`config.mk`:
```
export PLATFORM = sky130hd
export DESIGN_NAME = mnist_frame_loader
export DESIGN_NICKNAME = d
export VERILOG_FILES = /design/src/rtl/mnist_pkg.sv /design/src/rtl/mnist_frame_assembler.sv /design/src/rtl/mnist_frame_loader.sv
export SDC_FILE = /design/constraint.sdc
export NUM_CORES = 2
export LEC_CHECK = 0
export CAP_MARGIN = 25
export CORE_AREA = 4 4 316 318
export CTS_CLUSTER_DIAMETER = 200
export DETAILED_ROUTE_END_ITERATION = 10
export DIE_AREA = 0 0 320 322
export GPL_ROUTABILITY_DRIVEN = 0
export REMOVE_ABC_BUFFERS = 1
export SLEW_MARGIN = 30
export SYNTH_ARGS = -nofsm -noshare
export SYNTH_HDL_FRONTEND = slang
export SYNTH_SLANG_ARGS = --single-unit
```
`constraint.sdc`:
```
create_clock -name clk -period 1.8 [get_ports clk]
set_clock_uncertainty 0.1 [all_clocks]
set_input_delay 0.36 -clock clk [delete_from_list [all_inputs] [get_ports clk]]
set_output_delay 0.36 -clock clk [all_outputs]
set_load 0.01 [all_outputs]
```
`src/rtl/mnist_pkg.sv`:
```
// Shared constants and FSM state type for the MNIST frame loader.
package mnist_pkg;
  localparam int N_PIX = 784;
  localparam int IMG_W = 28;
  localparam int CNT_W = $clog2(N_PIX);
  localparam logic [3:0] ERR_DIGIT = 4'hF;

  typedef enum logic [1:0] {
    LOAD,
    START,
    WAIT,
    RESULT
  } state_t;
endpackage

```
`src/rtl/mnist_frame_assembler.sv`:
```
// Binarizes the pixel stream, shifts it into the image register and tracks
// frame position, early pix_last and a missing final pix_last.
module mnist_frame_assembler
  import mnist_pkg::*;
#(
  parameter int PIX_W  = 8,
  parameter int THRESH = 128
) (
  input  logic             clk,
  input  logic             rst,
  input  logic             load_en,
  input  logic             clear,
  input  logic [PIX_W-1:0] pix_data,
  input  logic             pix_valid,
  input  logic             pix_last,
  output logic [N_PIX-1:0] image,
  output logic [CNT_W-1:0] count,
  output logic             frame_done,
  output logic             early_last,
  output logic             err_flag
);
  logic beat;
  logic pix_bit;
  logic at_end;

  assign beat       = pix_valid & load_en;
  assign pix_bit    = (pix_data >= PIX_W'(THRESH));
  assign at_end     = (count == CNT_W'(N_PIX - 1));
  assign frame_done = beat & at_end;
  assign early_last = beat & pix_last & ~at_end;

  always_ff @(posedge clk or negedge rst) begin
    if (!rst) begin
      image    <= '0;
      count    <= '0;
      err_flag <= 1'b0;
    end else begin
      // First pixel ends up in the MSB once the frame is complete.
      if (beat) begin
        image <= {image[N_PIX-2:0], pix_bit};
        count <= count + CNT_W'(1);
      end
      if (clear) begin
        count    <= '0;
        err_flag <= 1'b0;
      end else if (frame_done && !pix_last) begin
        err_flag <= 1'b1;
      end
    end
  end
endmodule

```
`src/rtl/mnist_frame_loader.sv`:
```
// Feeds binarized frames to the MNIST model, waits for its classification
// and returns the digit (or an error) on a valid/ready result handshake.
module mnist_frame_loader
  import mnist_pkg::*;
#(
  parameter int PIX_W   = 8,
  parameter int THRESH  = 128,
  parameter int TIMEOUT = 4096
) (
  input  logic             clk,
  input  logic             rst,
  input  logic [PIX_W-1:0] pix_data,
  input  logic             pix_valid,
  input  logic             pix_last,
  output logic             pix_ready,
  output logic [N_PIX-1:0] image_out,
  output logic             start,
  input  logic             model_valid,
  input  logic [3:0]       model_digit,
  output logic [3:0]       res_digit,
  output logic             res_err,
  output logic             res_valid,
  input  logic             res_ready,
  output logic             busy
);
  localparam int TMO_W = $clog2(TIMEOUT + 1);

  state_t           state, state_nx;
  logic             run_q;
  logic             valid_q;
  logic             model_edge;
  logic             tmo_hit;
  logic [TMO_W-1:0] tmo;
  logic [CNT_W-1:0] count;
  logic             frame_done, early_last, err_flag;
  logic             clear, ld_res, err_nx;
  logic [3:0]       digit_nx;

  mnist_frame_assembler #(
    .PIX_W (PIX_W),
    .THRESH(THRESH)
  ) u_asm (
    .clk       (clk),
    .rst       (rst),
    .load_en   (pix_ready),
    .clear     (clear),
    .pix_data  (pix_data),
    .pix_valid (pix_valid),
    .pix_last  (pix_last),
    .image     (image_out),
    .count     (count),
    .frame_done(frame_done),
    .early_last(early_last),
    .err_flag  (err_flag)
  );

  // run_q holds pix_ready low for the first cycle after reset release.
  assign pix_ready  = run_q && (state == LOAD);
  assign busy       = (state != LOAD) || (count != '0);
  assign model_edge = model_valid & ~valid_q;
  assign tmo_hit    = (tmo == TMO_W'(TIMEOUT));

  always_ff @(posedge clk or negedge rst) begin
    if (!rst) begin
      state   <= LOAD;
      run_q   <= 1'b0;
      valid_q <= 1'b0;
    end else begin
      state   <= state_nx;
      run_q   <= 1'b1;
      valid_q <= model_valid;
    end
  end

  always_comb begin
    state_nx  = state;
    ld_res    = 1'b0;
    digit_nx  = ERR_DIGIT;
    err_nx    = 1'b1;
    clear     = 1'b0;
    start     = 1'b0;
    res_valid = 1'b0;
    unique case (state)
      LOAD: begin
        if (early_last) begin
          state_nx = RESULT;
          ld_res   = 1'b1;
        end else if (frame_done) begin
          state_nx = START;
        end
      end
      START: begin
        start    = 1'b1;
        state_nx = WAIT;
      end
      WAIT: begin
        if (model_edge) begin
          state_nx = RESULT;
          ld_res   = 1'b1;
          digit_nx = model_digit;
          err_nx   = err_flag | (model_digit > 4'd9);
        end else if (tmo_hit) begin
          state_nx = RESULT;
          ld_res   = 1'b1;
        end
      end
      RESULT: begin
        res_valid = 1'b1;
        if (res_ready) begin
          state_nx = LOAD;
          clear    = 1'b1;
        end
      end
      default: state_nx = LOAD;
    endcase
  end

  always_ff @(posedge clk or negedge rst) begin
    if (!rst) begin
      tmo       <= '0;
      res_digit <= '0;
      res_err   <= 1'b0;
    end else begin
      tmo <= (state == WAIT && !tmo_hit) ? tmo + TMO_W'(1) : '0;
      if (ld_res) begin
        res_digit <= digit_nx;
        res_err   <= err_nx;
      end
    end
  end
endmodule

```
* After elaboration in Yosys (flattened, before gate mapping)
Cells that the tools add are included.
Cells by class: $add $sub $neg 2, order comparisons 2, eq/ne operators 8, mux-type cells 23, bitwise operators 8, reductions and logical operators 12
Operators with widths (count):
- 10-bit two-way mux | 2
- 13-bit by 1-bit adder with 13-bit output, second input constant | 1
- 13-bit == test, second input constant | 1
- 13-bit two-way mux | 1
- 1-bit two-way mux | 11
- 10-bit by 1-bit adder with 10-bit output, second input constant | 1
- 10-bit == test, second input constant | 1
- 2-bit two-way mux | 5
- 10-bit nonzero test | 1
- 8-bit greater-or-equal comparator, second input constant | 1
- 4-bit two-way mux | 2
- 2-bit one-hot mux with 4 select lines | 1
- 2-bit nonzero test | 3
- 1-bit bitwise AND | 5
- 2-bit == test, second input constant | 2
- 4-bit greater-than comparator, second input constant | 1
- 1-bit logical AND | 3
- 3-bit by 2-bit != test with 1-bit output, second input constant | 1
- 3-bit != test, second input constant | 1
- 3-bit AND reduction | 1
- 2-bit by 1-bit == test with 1-bit output, second input constant | 1
- 1-bit logical NOT | 2
- 2-bit logical NOT | 1
- 2-bit != test, second input constant | 1
- other kinds (4) | 5
Storage, ports and cells: bits in registers 817, output and inout port bits 793

* Logic depth before layout (Yosys ltp)
depth after elaboration 7, mapped depth 9, mapped depth without buffers 6

* Modules after synthesis
A second synthesis with hierarchy kept.
Unflattened totals: cell total of the unflattened synthesis 3480, area, all modules 30988.5 µm²
By module, submodules not included:
- mnist_frame_assembler | instances 1, cells an instance 3372, area an instance 29839.9 µm², sequential area each 19894.1 µm²
- mnist_frame_loader | instances 1, cells an instance 108, area an instance 1148.6 µm², sequential area each 550.5 µm²

* Least setup slack after synthesis
OpenSTA, ideal clock, no wires.
path kind reg-to-reg, start register tmo[0], end register state[1], library setup time 125 ps, data arrival time 1724 ps, required time 1575 ps, path slack -149 ps, stages on the path, launching flop included 7, cells stage by stage dfrtp_1 -> inv_1 -> ha_1 -> or4b_4 -> o311ai_4 -> o211ai_2 -> mux2_4
On the way: cells in the longest elaborated chain, start to end 3
Ends and longest elaborated chain:
- start, declared | line mnist_frame_loader.sv:33 | logic [TMO_W-1:0] tmo;
- start signal, assigned | line mnist_frame_loader.sv:124 | tmo <= (state == WAIT && !tmo_hit) ? tmo + TMO_W'(1) : '0;
- 13-bit == test | line mnist_frame_loader.sv:61 | assign tmo_hit = (tmo == TMO_W'(TIMEOUT));
- 3-bit != test (no line)
- 3-bit AND reduction (no line)
- end signal, assigned | line mnist_frame_loader.sv:69 | state <= state_nx;
- end, declared | line mnist_frame_loader.sv:28 | state_t state, state_nx;
No other way between the ends. A chain may end at the register's enable or synchronous reset.

* Worst setup path after layout
start register u_asm.count[4], end output busy
On the way: cells in the longest elaborated chain, start to end 2
Ends and longest elaborated chain:
- start, declared | line mnist_frame_assembler.sv:17 | output logic [CNT_W-1:0] count,
- start signal, assigned | line mnist_frame_assembler.sv:41 | count <= count + CNT_W'(1);
- 10-bit nonzero test | line mnist_frame_loader.sv:59 | assign busy = (state != LOAD) || (count != '0);
- 1-bit logical OR | line mnist_frame_loader.sv:59
- end, declared | line mnist_frame_loader.sv:24 | output logic busy
No other way between the ends.

==> qor.txt <==
Pre-antenna DRT Iters - 5
Initial DRC count - 1669
Antenna cells - 0
Yosys warnings - 0
Total routed wirelength - 115600 um
ANT nets after route - 0
RR Startpoint - u_asm.count[4]
Clock root cell - clkbuf_16
CTS tree - yes
Final Net Count - 4850
Placed Area - 0.04191 mm^2
Number of CTS-inserted buffers - 91
RR Endpoint - res_digit[2]
Least-Margin Pin Slew - 0.5030 ns
Rel. slew slack - 0.6647
Crit share post-route - 1.455
Std-Cell Rows - 114
Most used DFF post-synth - dfrtp_1
Hold Path Class - primary input to asynchronous set/reset pin
Status - complete, but fails checks
Final Max Slew Viols - 0
DR vias/cell - 4.528
Setup WS post-layout - -0.8191 ns
Final Core Density - 0.4984
Initial antenna violation count - 0
Cells after Synth - 3482
Multi-input logic area - 0.01016 mm^2
Routed len/inst - 18.73 um
Worst vdd ir - 0.0008582 V
FF-to-FF path depth - 6
CP Launch Type - flip-flop
Synth-to-Final Area Change - 55.72%
GR Overflow Total - 0
DIE HEIGHT - 322 um
Setup crit start - u_asm.count[4]
# setup viols final - 817
Vias - 27950
Req. time, crit path - 1.34 ns
Longest Clk Path Bufs - 3
Type of the worst setup path - flip-flop to output pin
Final hold viol count - 0
TritonCTS Sinks - 817
Critical path endpoint - busy
Seq/Total Area, Yosys - 0.6615
Syn Area/Cell - 8.876 um^2
Worst EP arrival - 2.16 ns
Final Cell Area - 0.04813 mm^2
IO Pins - 811
Port buffer count - 803
Failing checks - negative setup slack
First-pass GRT wire length - 167300 um
Pre-CTS WS - -0.6962 ns
Most frequent cells in the layout - 2251 x nand2_1, 809 x dfrtp_1, 582 x buf_2
Share of cells above drive strength 1 - 0.3431
All-layer global routing usage - 0.2079
Fin crit period - 2.619 ns
Placeable Area - 0.09657 mm^2
Initial Util - 0.3201
Post-synth EDFFs - 0
Leak Pwr - 0.02837 uW
Final-layout fill cell count - 8914
CP Capture Type - output pin
FF-to-FF setup slack - -0.38 ns
Clk slew on worst S/H paths - 0.06 ns
H-tree levels - 3
Reg area - 0.02045 mm^2
Worst Path Max Fanout - 2
Peak Freq - 381.8 MHz
Cell Area, Synth - 0.03091 mm^2
Largest net degree at the start of global routing - 85
Die Span X - 320 um
Vias in the first global route - 27630
Power density cells - 959.3 mW/mm^2
Die Area - 0.1030 mm^2
DR DRC count - 0
Yosys cell types - 42
HPWL Detailed - 71860 um
# Max-Cap Violations - 0
Clk_lat worst skew - 0.65 ns
Yosys reg bits - 817
RSZ-0062 raised after global routing - yes
Post-synth ARST share - 1.000
Commonest non-fill, non-tap cell in the layout - nand2_1
-- Yosys cell counts (all sizes together), types with 2 or more instances --
cell type / count / area [um^2]
and2: 4 / 25.02
nor2: 21 / 78.83
nand2: 2364 / 8874
mux2: 2 / 26.27
o211ai: 2 / 20.02
xnor2: 8 / 70.07
o311ai: 2 / 35.04
or3: 3 / 18.77
nor3: 3 / 15.01
o21ai: 5 / 25.02
nand4: 3 / 18.77
buf: 43 / 214.0
nand2b: 2 / 12.51
clkbuf: 134 / 503.0
and4: 4 / 35.03
dfrtp: 817 / 20440
o31ai: 2 / 20.02
ha: 8 / 100.1
inv: 12 / 45.04
nand3: 10 / 55.05
xor2: 6 / 52.55
or4b: 2 / 27.53
o22a: 4 / 35.03
nor4: 3 / 25.02
a21oi: 5 / 25.02
or4: 5 / 45.04
-- power by group --
| group | total [uW] | internal, uW | switching, uW |
|---|---|---|---|
| Combinational | 7680 | 3700 | 3980 |
| Sequential | 18700 | 18600 | 133 |
| Clock | 19800 | 12000 | 7850 |
-- worst max-delay path, cell delays in order (launching register included) --
cell and delay, ns:
dfrtp_1 0.38, or4_4 0.54, or4_4 0.46, buf_6 0.14
-- metrics by stage --
stage / instances / setup TNS (ns) / total power (uW) / hold WS, ns
6_report: 6173 / -189.17 / 46170 / 0.08732
5_1_grt: 6173 / -255.37 / 47910 / 0.08397
4_1_cts: 6121 / -111.13 / 45520 / 0.04708
3_5_place_dp: 5559 / -165.50 / 23730 / 0.1729
3_3_place_gp: 5559 / -156.33 / 23720 / 0.1724
2_1_floorplan: 3305 / - / 20080 / -0.03559
-- per-layer routing --
metal / routed length [um] / GRT usage
met5: 0 / 0
met2: 55970 / 0.3509
met1: 46110 / 0.2458
met4: 5774 / 0.1030
met3: 7780 / 0.05548
-- worst min-delay path by stage --
stage | start | to | slack (ns) | depth (start not counted)
global route | rst | u_asm.image[251] | 0.08 | 2
global placement | rst | u_asm.image[251] | 0.17 | 1
floorplan | rst | res_digit[0] | -0.04 | 0
detailed placement | rst | u_asm.image[251] | 0.17 | 1
finish | rst | u_asm.image[251] | 0.09 | 2
CTS | rst | u_asm.image[251] | 0.05 | 2
-- layout make-up --
cell class              count  area share
well taps                1276     0.03317
inverters                  12   0.0009359
multi-input cells        2476      0.2112
clock inverters            39     0.01149
clock buffers             127     0.05475
flip-flops and latches    817      0.4250
repair buffers           1426      0.2635
-- flip-flops by register name, summed over array words and instances (netlist names) --
signal          cells
valid_q             1
res_digit           4
state               2
tmo                13
run_q               1
u_asm.image       784
res_err             1
u_asm.err_flag      1
u_asm.count        10
-- cells by family after synthesis --
logic type | count (synthesis) | share of synthesized area
mux | 3 | 0.001174
xor+xnor | 14 | 0.003967
simple gates | 2426 | 0.2991
compound gates | 24 | 0.006275
other cells | 1 | 0.0001213
flops | 817 | 0.6615
fa+ha+maj | 8 | 0.003239
buf+inv | 189 | 0.02465
-- what timing repair did --
| item | in CTS | in global routing |
|---|---|---|
| endpoints found under the setup margin | 1550 | 841 |
| buffers inserted | 363 | 15 |
| endpoints found under the hold margin | 472 | 0 |
| pin swaps | 60 | 13 |
| resized for setup | 3112 | 105 |
| gates cloned | 33 | 41 |
| hold buffers | 1 | 0 |
No activity file was read; power rests on OpenSTA's default activity.
